File: config.mk
export PLATFORM = sky130hd
export DESIGN_NAME = sisc_ctrl_fsm
export DESIGN_NICKNAME = d
export VERILOG_FILES = /design/src/rtl/sisc_pkg.sv /design/src/rtl/sisc_br_eval.sv /design/src/rtl/sisc_ctrl_fsm.sv
export SDC_FILE = /design/constraint.sdc
export NUM_CORES = 1
export LEC_CHECK = 0
export CAP_MARGIN = 20
export CORE_AREA = 2 2 39 41
export CTS_CLUSTER_SIZE = 40
export DETAILED_ROUTE_END_ITERATION = 16
export DIE_AREA = 0 0 41 43
export DONT_BUFFER_PORTS = 1
export GPL_TIMING_DRIVEN = 0
export HOLD_SLACK_MARGIN = 0.1
export MAX_ROUTING_LAYER = met4
export PLACE_DENSITY = 0.44
export SLEW_MARGIN = 20
export SYNTH_ARGS = -nofsm -noshare
export SYNTH_HDL_FRONTEND = slang
export SYNTH_SLANG_ARGS = --single-unit
File: constraint.sdc
create_clock -name clk -period 2.95 [get_ports clk]
set_input_delay 0.885 -clock clk [delete_from_list [all_inputs] [get_ports clk]]
set_output_delay 0.885 -clock clk [all_outputs]
set_load 0.005 [all_outputs]
File: src/rtl/sisc_pkg.sv
// Shared SISC definitions: opcodes, addressing-mode constant, controller states
// and ALU/address operation encodings used by the controller and the datapath.
package sisc_pkg;

  localparam int unsigned OP_NOOP = 0;
  localparam int unsigned OP_LOD  = 1;
  localparam int unsigned OP_STR  = 2;
  localparam int unsigned OP_SWP  = 3;
  localparam int unsigned OP_BRA  = 4;
  localparam int unsigned OP_BRR  = 5;
  localparam int unsigned OP_BNE  = 6;
  localparam int unsigned OP_BNR  = 7;
  localparam int unsigned OP_ALU  = 8;
  localparam int unsigned OP_HLT  = 15;

  // Immediate addressing mode value of the mm field.
  localparam int unsigned AM_IMM = 8;

  typedef enum logic [2:0] {
    RESET,
    FETCH,
    DECODE,
    EXECUTE,
    MEM,
    WRITEBACK,
    HALT
  } state_t;

  // ALU_OP uses the ALU proper; every other opcode uses the address adder.
  localparam logic [1:0] ALU_OP_REG  = 2'b00;
  localparam logic [1:0] ALU_OP_IMM  = 2'b01;
  localparam logic [1:0] ADDR_OP_REG = 2'b10;
  localparam logic [1:0] ADDR_OP_IMM = 2'b11;

endpackage

File: src/rtl/sisc_br_eval.sv
// Conditional-branch evaluator: taken = f(opcode, mm, stat).
// BRA/BRR branch when any masked status bit is set, BNE/BNR when none is.
module sisc_br_eval
  import sisc_pkg::*;
#(
  parameter int OPW = 4,
  parameter int CCW = 4
) (
  input  logic [OPW-1:0] opcode,
  input  logic [CCW-1:0] mm,
  input  logic [CCW-1:0] stat,
  output logic           taken
);

  logic hit;

  always_comb begin
    hit   = |(stat & mm);
    taken = 1'b0;
    if (opcode == OPW'(OP_BRA) || opcode == OPW'(OP_BRR)) begin
      taken = hit;
    end else if (opcode == OPW'(OP_BNE) || opcode == OPW'(OP_BNR)) begin
      taken = !hit;
    end
  end

endmodule

File: src/rtl/sisc_ctrl_fsm.sv
// SISC multicycle control FSM with data-memory wait states and a HALT state.
// Define SISC_CTRL_FASTPATH_EN to skip cycles that an instruction does not use.
module sisc_ctrl_fsm
  import sisc_pkg::*;
#(
  parameter int OPW  = 4,
  parameter int CCW  = 4,
  parameter int ALUW = 2
) (
  input  logic            clk,
  input  logic            rst_f,
  input  logic [OPW-1:0]  opcode,
  input  logic [CCW-1:0]  mm,
  input  logic [CCW-1:0]  stat,
  input  logic            mem_ready,
  output logic            rf_we,
  output logic            wb_sel,
  output logic            rb_sel,
  output logic [ALUW-1:0] alu_op,
  output logic            pc_sel,
  output logic            br_sel,
  output logic            pc_write,
  output logic            pc_rst,
  output logic            ir_load,
  output logic            mux_16_sel,
  output logic            dm_we,
  output logic            halted,
  output logic            instr_done
);

  state_t state, state_nxt;

  logic is_lod, is_str, is_mem, is_br, is_abs_br, is_alu, is_hlt, imm, taken;
  logic fast_exit, skip_mem;
  logic [ALUW-1:0] alu_code;

  assign is_lod    = (opcode == OPW'(OP_LOD));
  assign is_str    = (opcode == OPW'(OP_STR));
  assign is_mem    = is_lod | is_str;
  assign is_abs_br = (opcode == OPW'(OP_BRA)) | (opcode == OPW'(OP_BNE));
  assign is_br     = is_abs_br | (opcode == OPW'(OP_BRR)) | (opcode == OPW'(OP_BNR));
  assign is_alu    = (opcode == OPW'(OP_ALU));
  assign is_hlt    = (opcode == OPW'(OP_HLT));
  assign imm       = (mm == CCW'(AM_IMM));

  always_comb begin
    if (is_alu) alu_code = imm ? ALUW'(ALU_OP_IMM)  : ALUW'(ALU_OP_REG);
    else        alu_code = imm ? ALUW'(ADDR_OP_IMM) : ALUW'(ADDR_OP_REG);
  end

`ifdef SISC_CTRL_FASTPATH_EN
  logic is_swp, is_noop;
  assign is_swp    = (opcode == OPW'(OP_SWP));
  // Unlisted opcodes behave as NOOP and take the short path too.
  assign is_noop   = !(is_mem | is_swp | is_br | is_alu | is_hlt);
  assign fast_exit = is_br | is_noop;
  assign skip_mem  = !is_mem;
`else
  assign fast_exit = 1'b0;
  assign skip_mem  = 1'b0;
`endif

  sisc_br_eval #(
    .OPW (OPW),
    .CCW (CCW)
  ) u_br_eval (
    .opcode (opcode),
    .mm     (mm),
    .stat   (stat),
    .taken  (taken)
  );

  // NOTE: state registers use non-blocking assignment so every flop samples
  // pre-edge values; the reset is synchronous and wins over any transition.
  always_ff @(posedge clk) begin
    if (!rst_f) state <= RESET;
    else        state <= state_nxt;
  end

  // NOTE: every output and the next state get a default before the case so
  // no path leaves a variable unassigned, which would infer a latch.
  always_comb begin
    state_nxt  = state;
    rf_we      = 1'b0;
    wb_sel     = 1'b0;
    rb_sel     = 1'b0;
    alu_op     = '0;
    pc_sel     = 1'b0;
    br_sel     = 1'b0;
    pc_write   = 1'b0;
    pc_rst     = 1'b0;
    ir_load    = 1'b0;
    mux_16_sel = 1'b0;
    dm_we      = 1'b0;
    halted     = 1'b0;
    instr_done = 1'b0;

    unique case (state)
      RESET: begin
        pc_rst    = 1'b1;
        state_nxt = FETCH;
      end
      FETCH: begin
        pc_write  = 1'b1;
        ir_load   = 1'b1;
        state_nxt = DECODE;
      end
      DECODE: begin
        if (is_br) begin
          pc_sel   = 1'b1;
          br_sel   = is_abs_br;
          pc_write = taken;
        end
        if (is_hlt) begin
          state_nxt = HALT;
        end else if (fast_exit) begin
          instr_done = 1'b1;
          state_nxt  = FETCH;
        end else begin
          state_nxt = EXECUTE;
        end
      end
      EXECUTE: begin
        alu_op    = alu_code;
        rb_sel    = is_str;
        state_nxt = skip_mem ? WRITEBACK : MEM;
      end
      MEM: begin
        alu_op     = alu_code;
        rb_sel     = is_str;
        dm_we      = is_str;
        wb_sel     = is_lod;
        mux_16_sel = is_mem && (mm == '0);
        // Only loads and stores wait on the memory handshake.
        if (!is_mem || mem_ready) state_nxt = WRITEBACK;
      end
      WRITEBACK: begin
        alu_op     = alu_code;
        wb_sel     = is_lod;
        rf_we      = is_alu | is_lod;
        instr_done = 1'b1;
        state_nxt  = FETCH;
      end
      HALT: begin
        halted    = 1'b1;
        state_nxt = HALT;
      end
      default: state_nxt = RESET;
    endcase
  end

endmodule
==> metrics.txt, run 1 <==
sequential power share 29.0%; Crit. End Element primary output; WL final 902 um; pin count of the biggest net entering global routing 11; WP buf/inv 1; first-pass GRT wire length 1350 um; Net Sw Frac 27.3%; Commonest cells post-synth 4 x nor2_1, 3 x a21oi_1, 3 x dfxtp_1, 3 x xnor2_1; fin crit period 2.72 ns; CP Cell Sequence buf_2, or4b_2, a21oi_1; power share of the clock group 44.4%; CTS tree done; outcome completed; synth top area cells dfxtp_1 16%, xnor2_1 7.1%, nor4b_1 4.7%, a21oi_1 4.1%, nor2_1 4.1%; CP top delay family simple AND/OR/NAND/NOR gates; design area 415 um2; all-layer global routing usage 10.8%; GPL Wtd Cong 0.661; Tcrit/Tclk final 92.1%; Initial Util 26.7%; synthesized area 369 um2; Synth Flop Type dfxtp_1; Synth top area share 16.3%; max reg flops 3; Worst path max stage delay 0.61 ns; GRT Residual Overflow 0; setup ws final 0.234 ns; H-tree depth 1; Comb power frac 26.5%; Fill cells 161; PostCTS Resize Cnt 0; IO Port Bufs 0; Synth async-reset ratio 0%; core box area 1380 um2; pre-CTS setup slack 0.225 ns; # rows 14; Skew-Pair Late Insertion Delay 0.23 ns; crit path max fanout 7; Post-CTS Setup Inserts 0; Critical Path Stages 3; largest register by flop count state; unrepaired setup endpoints after global routing no; Slew @ Worst Pin 0.348 ns; dpl cell area 389 um2; Max Cap Viol 0; pwr dens 382 nW/um2; post-cts hold buffer count 0; syn avg cell area 8.02 um2; worst hold margin 0.665 ns; Detailed Route Iter0 Violations 3; Power, Total 159 uW; CP required 2.07 ns; Int Power 115 uW; routed vias 368; min-delay src state[0]; number of synthesized register bits 3; post-synth top area cell dfxtp_1; Slew Limit Headroom 76.5%; Post-synth EDFFs 0; startpoint type of the worst setup path input port; root buf cell clkbuf_4; total net switching power 43.4 uW; most frequent cell after synthesis nor2_1; CTS Sinks 3; Slowest cell on crit path or4b_2; Setup CP Type input port to primary output; R2R cell count 4; WP data arrival 1.83 ns; Reg2Reg Launch Point state[2]; Ports 29; clk slew on worst S/H paths 0.04 ns; Ant. Diodes 0; Clock Skews 0.000244 ns; Layout Nets 66; Hold Path Depth 3; Clock Path Buffers 2; Cells after Synth 46; Leak 0.148 nW; Die W 41 um; DP Wirelength 712 um; routed wire length per instance 13.7 um; # setup viols final 0; vias per cell 5.58; register area share after synthesis 16.3%; # DRC 0; share of layout cells above drive strength 1 24.0%; DIE HEIGHT 43 um; YS warnings 0; setup TNS 0 ns; fmax 0.368 GHz; antenna violation net count after detailed routing 0; Die ar. 1760 um2; area grow syn2layout 12.5%; vias in the first global route 314; drt pass-1 iters 2; worst hold path type register to register; Post-Syn Nets 61; Top Registers state x3; antenna violations before repair 0; Cell variety after synth 31; Worst VDD drop 0.237 mV; Critical Path Start opcode[1]; CTS Buf Count 3; Final Max Slew Viols 0; Fin. Hold Viols 0
-- power groups by stage --
stage | combinational, mW | clock [mW] | sequential, mW
after CTS | 0.0426 | 0.0736 | 0.0461
after global routing | 0.0478 | 0.0753 | 0.0465
after global placement | 0.0423 | 0 | 0.0467
final | 0.0421 | 0.0705 | 0.0461
after detailed placement | 0.0423 | 0 | 0.0467
after floorplan | 0.0364 | 0 | 0.0463
-- cells by family after synthesis --
kind of cell | synth area share (%)
flops | 16.3
simple gates | 47.8
xor+xnor | 7.12
compound gates | 22.0
buf+inv | 6.78
-- worst min-delay path, cell delays in order, from the launching register on --
cell and delay, ns:
dfxtp_1 0.30, buf_6 0.13, nor2b_1 0.10, o21a_1 0.11
-- cell usage in the layout (no fill, tap or decap), types with 3 or more instances in the layout --
| cell type | n |
|---|---|
| nor2_1 | 4 |
| a21oi_1 | 3 |
| xnor2_1 | 3 |
| clkbuf_4 | 3 |
| dfxtp_1 | 3 |
-- per-stage QoR --
stage,utilization [%],std cells
2_1_floorplan,-,46
3_3_place_gp,28.1,62
3_5_place_dp,28.1,62
4_1_cts,30.0,66
5_1_grt,30.0,66
6_report,30.0,66
-- area by class of cell --
type / instances / area [um2] / area share, %
buffer: 3 / 21.3 / 5.12
clock buffer: 4 / 26.3 / 6.33
inverter: 1 / 3.75 / 0.904
multi-input combinational: 39 / 284 / 68.4
sequential: 3 / 60.1 / 14.5
tap: 16 / 20.0 / 4.82
-- routing by layer --
| metal | GRT usage [%] | share of wire, % |
|---|---|---|
| met4 | 0 | 0 |
| met5 | - | 0 |
| met2 | 15.0 | 43 |
| met1 | 15.1 | 47 |
| met3 | 5.24 | 9.6 |
-- final timing paths --
kind	endpoint	slack, ns
setup reg to reg	state[0]	1.44
hold / removal	state[1]	0.66
hold reg to reg	state[1]	0.66
setup / recovery	rb_sel	0.23
No activity file was read; power rests on OpenSTA's default activity.
==> inputs of run 2 (changes only) <==
--- a/config.mk
+++ b/config.mk
@@ -10,12 +10,12 @@
 export CTS_CLUSTER_SIZE = 40
 export DETAILED_ROUTE_END_ITERATION = 16
 export DIE_AREA = 0 0 41 43
-export DONT_BUFFER_PORTS = 1
 export GPL_TIMING_DRIVEN = 0
 export HOLD_SLACK_MARGIN = 0.1
 export MAX_ROUTING_LAYER = met4
-export PLACE_DENSITY = 0.44
+export PLACE_DENSITY = 0.72
 export SLEW_MARGIN = 20
 export SYNTH_ARGS = -nofsm -noshare
 export SYNTH_HDL_FRONTEND = slang
 export SYNTH_SLANG_ARGS = --single-unit
+export TNS_END_PERCENT = 1
==> metrics.txt, run 2 (synthesized netlist as in run 1, its figures left out) <==
clk slew on worst S/H paths 0.04 ns (about the same); # setup viols final 0 (unchanged); Non-Filler Instances 93 (was 66); Die ar. 1760 um2 (unchanged); CTS tree done (unchanged); Fin. Hold Viols 0 (unchanged); Crit. End Element primary output (unchanged); # rows 14 (unchanged); pin count of the biggest net entering global routing 11 (unchanged); core box area 1380 um2 (unchanged); IO Port Bufs 27 (was 0); Power, Total 197 uW (was 159 uW); worst hold margin 0.658 ns (was 0.665 ns); vias in the first global route 379 (was 314); most frequent cells in the layout 14 x clkdlybuf4s50_1, 4 x buf_2, 4 x nor2_1, 4 x dlymetal6s2s_1, 4 x dlygate4sd2_1 (was 4 x nor2_1, 3 x a21oi_1, 3 x xnor2_1, 3 x clkbuf_4, 3 x dfxtp_1); worst hold path type register to register (unchanged); WL final 1140 um (was 902 um); Slew Limit Headroom 83.7% (was 76.5%); CP required 2.07 ns (about the same); Worst VDD drop 0.187 mV (was 0.237 mV); Fill cells 143 (was 161); startpoint type of the worst setup path input port (unchanged); Initial Util 26.7% (unchanged); root buf cell clkbuf_4 (unchanged); Tcrit/Tclk final 98.8% (was 92.1%); Top Registers state x3 (unchanged); Slew @ Worst Pin 0.241 ns (was 0.348 ns); Skew-Pair Late Insertion Delay 0.24 ns (was 0.23 ns); Setup CP Type input port to primary output (unchanged); outcome completed (unchanged); Ant. Diodes 0 (unchanged); drt pass-1 iters 4 (was 2); share of layout cells above drive strength 1 27.3% (was 24.0%); antenna violations before repair 0 (unchanged); H-tree depth 1 (unchanged); unrepaired setup endpoints after global routing yes (was no); routed wire length per instance 12.3 um (was 13.7 um); fin crit period 2.92 ns (was 2.72 ns); antenna violation net count after detailed routing 0 (unchanged); Clock Path Buffers 2 (unchanged); GPL Wtd Cong 0.667 (was 0.661); fmax 0.343 GHz (was 0.368 GHz); dpl cells 89 (was 62); area grow syn2layout 90.5% (was 12.5%); crit path max fanout 7 (unchanged); routed vias 462 (was 368); Final Max Slew Viols 0 (unchanged); Layout Nets 93 (was 66); Clock Skews 0.00523 ns (was 0.000244 ns); largest register by flop count state (unchanged); pwr dens 280 nW/um2 (was 382 nW/um2); Max Cap Viol 0 (unchanged); DIE HEIGHT 43 um (unchanged); post-layout util 50.8% (was 30.0%); max reg flops 3 (unchanged); WP data arrival 2.03 ns (was 1.83 ns); Ports 29 (unchanged); DP Wirelength 810 um (was 712 um); Post-CTS Setup Inserts 0 (unchanged); CTS Buf Count 3 (unchanged); Leak 0.322 nW (was 0.148 nW); vias per cell 4.97 (was 5.58); Detailed Route Iter0 Violations 1 (was 3); all-layer global routing usage 13.6% (was 10.8%); GRT Residual Overflow 0 (unchanged); post-cts hold buffer count 0 (unchanged); first-pass GRT wire length 1610 um (was 1350 um); # DRC 0 (unchanged); commonest non-fill, non-tap cell in the layout clkdlybuf4s50_1 (was nor2_1); Die W 41 um (unchanged); CTS Sinks 3 (unchanged)
==> run 2: layout make-up <==
class	count	area (um2)	share of cell area (%)
plain buffers	3	21.3	3.02
clock buffers	4	26.3	3.74
well taps	16	20.0	2.85
flip-flops and latches	3	60.1	8.54
inverters	1	3.75	0.534
repair buffers	27	263	37.4
multi-input cells	39	309	44.0
==> run 2: stage by stage <==
stage               setup TNS (ns)  worst slack (ns)  instance area (um2)
floorplan                        0             0.280                  369
global placement             -4.16            -0.740                  659
detailed placement           -4.15            -0.749                  659
CTS                         -0.325            -0.183                  686
global route               -0.0491           -0.0491                  703
finish                           0            0.0340                  703
==> run 2: repair_timing <==
| item | CTS | global route |
|---|---|---|
| setup endpoints to repair | 10 | 4 |
| endpoints found under the hold margin | 0 | 0 |
| resized for setup | 22 | 8 |
| pin swaps | 3 | 6 |
==> run 2: final timing paths <==
kind / startpoint / to / slack, ns / depth (start not counted)
worst max-delay path: opcode[2] / mux_16_sel / 0.03 / 4
worst min-delay path: state[0] / state[0] / 0.66 / 3
worst max register to register: state[2] / state[0] / 1.39 / 4
worst min register to register: state[0] / state[0] / 0.66 / 3
==> run 2: where the power goes <==
part / switching, mW / leakage, nW / internal [mW]
combinational: 0.0327 / 0.282 / 0.0445
clock: 0.0225 / 0.0150 / 0.0508
sequential: 0.00179 / 0.0248 / 0.0443
total: 0.0569 / 0.322 / 0.140
==> run 2: worst max-delay path: stages <==
cell	delay, ns
clkdlybuf4s15_2	0.23
or4_4	0.51
nor3b_2	0.18
clkdlybuf4s15_2	0.22
==> run 2: metal layers <==
metal / vias up / routed length, um / GRT usage (%)
met5: - / 0 / -
met2: 17 / 588 / 18.1
met1: 213 / 461 / 18.6
met3: 0 / 90 / 3.66
met4: 0 / 0 / 6.00
li1: 232 / - / -
==> RTL change: new RTL, flow settings as in run 2 <==
Add a define of `SISC_CTRL_FASTPATH_EN`.
--- a/src/rtl/sisc_ctrl_fsm.sv
+++ b/src/rtl/sisc_ctrl_fsm.sv
@@ -1,5 +1,7 @@
 // SISC multicycle control FSM with data-memory wait states and a HALT state.
 // Define SISC_CTRL_FASTPATH_EN to skip cycles that an instruction does not use.
+`define SISC_CTRL_FASTPATH_EN
+
 module sisc_ctrl_fsm
   import sisc_pkg::*;
 #(
Function: changed (Yosys sat finds a counterexample within 4 cycles, from zero or initial values and one cycle with rst_f low).
==> RTL change against run 2 <==
- register-to-register slack better by 0.26 ns
- design area rose by 5.3%
- first-iteration DRC count grew to 12 times the old value
- area after synthesis is 12% higher
- hold slack got worse by 0.025 ns
- critical path depth increased by 2
- worst setup slack lost 0.011 ns
- non-clock buffer count up 1
- power up 13%
- wire length is 8.7% higher
- maximum frequency is 0.38% lower
- sequential cell count did not move
- utilization rose by 2.7 points
- via count rose by 15%
- critical endpoint is now pc_write
- largest power group unchanged
==> RTL change: results (changes against run 2) <==
* Seq/Total Area, Yosys at 14.6% (-1.7 points)
* Measured slew at the worst slew-check pin at 0.269 ns (+0.0284 ns)
* Reg-to-reg slack, setup at 1.65 ns (+0.26 ns)
* Dpl ws at -0.613 ns (+0.136 ns)
* Worst path slowest cell: clkdlybuf4s50_1
* Count of cell types in the netlist at 34 (+9.7%)
* Synth top area cells: dfxtp_1, a21oi_1, buf_6
* R2R depth at 5 (+1)
* Cells after DPL at 100 (+12%)
* First-pass GRT wire length at 1970 um (+22%)
* Largest registers: state: 3 flops
* Layout cells sized above 1 at 28.1% (+0.82 points)
* Worst setup path end: pc_write
* Max incr delay on CP at 0.40 ns (-0.11 ns)
* Non-clock buffers at 31 (+3.3%)
* Logic inverters at 4 (+3)
* Leakage at 0.348 nW (+8.2%)
* Mapped Cells at 58 (+26%)
* Fin Hold WS at 0.633 ns (-0.0251 ns)
* Cell family with most CP delay: buffers and inverters
* VDD IR max at 0.179 mV (-4.4%)
* DRT Pass-1 Iters at 3 (-1)
* # fillers at 142 (-0.70%)
* Hold_sp: state[1]
* Post-synthesis net count at 73 (+20%)
* Total Power at 223 uW (+13%)
* Routed len/inst at 11.8 um (-3.7%)
* Hold endpoint: state[1]
* Outcome: completed
* Post-synth top cells: a21oi_1, nor2_1, nand2_1
* Buffer share of cell area at 37.8% (-2.6 points)
* Layout clock area frac at 3.55% (-0.19 points)
* Power Combinational at 99.3 uW (+29%)
* Via-per-instance ratio at 5.07 (+2.0%)
* DR iter-0 viols at 12 (+11)
* DP Wirelength at 944 um (+16%)
* FF+latch area at 60.1 um2 (unchanged)
* Seq pwr share at 22.6% (-0.8 points)
* Vias at 532 (+15%)
* DP Area at 692 um2 (+4.9%)
* GRT Total Usage at 15.8% (+2.2 points)
* Peak Freq at 342 MHz (-0.38%)
* Nets at 105 (+13%)
* RePlAce Congestion at 0.833 (+25%)
* Worst Setup SP: stat[2]
* Synth top area share at 14.6% (-1.7 points)
* Net Sw Frac at 32.3% (+3.4 points)
* Port Buffers at 26 (-3.7%)
* Area of the multi-input gates at 338 um2 (+9.3%)
* Crit-path max FO at 1 (-6)
* Clock skew at 0.00262 ns (-0.00260 ns)
* Area Growth Syn to Fin at 79.9%
* Vias in the first global route at 502 (+32%)
-- RTL change: changes by cell type in the layout (fill, tap and decap cells not counted), moves of 2 or more --
cell and delta:
clkdlybuf4s15_2 -2, xor2_1 +2, nand3b_1 +2, xnor2_1 -2
nor2b_1 -2, nand2_1 +2, a21oi_1 +4, inv_1 +2
buf_4 +2
-- RTL change: metal layers --
metal,GRT usage [%],wire length [um],vias up
met5,-,0,-
met4,2.67,0,0
met3,4.19,114,0
met2,25.6,599,21
met1,19.2,526,234
li1,-,-,277
-- RTL change: kinds of logic (layout without fill, tap and decap cells) --
logic type,Yosys count,in the layout,synth area share [%]
AOI/OAI and AO/OA,18,18,29.2
xor gates and xnor gates,3,3,6.38
buffers and inverters,8,39,12.5
DFF,3,3,14.6
and+or+nand+nor,26,26,37.4
-- RTL change: repair_timing --
| action | in CTS | in global routing |
|---|---|---|
| gates cloned | 0 | 0 |
| pin swaps | 2 | 3 |
| setup buffers | 0 | 1 |
| endpoints found under the setup margin | 11 | 9 |
| gates resized for setup | 22 | 13 |
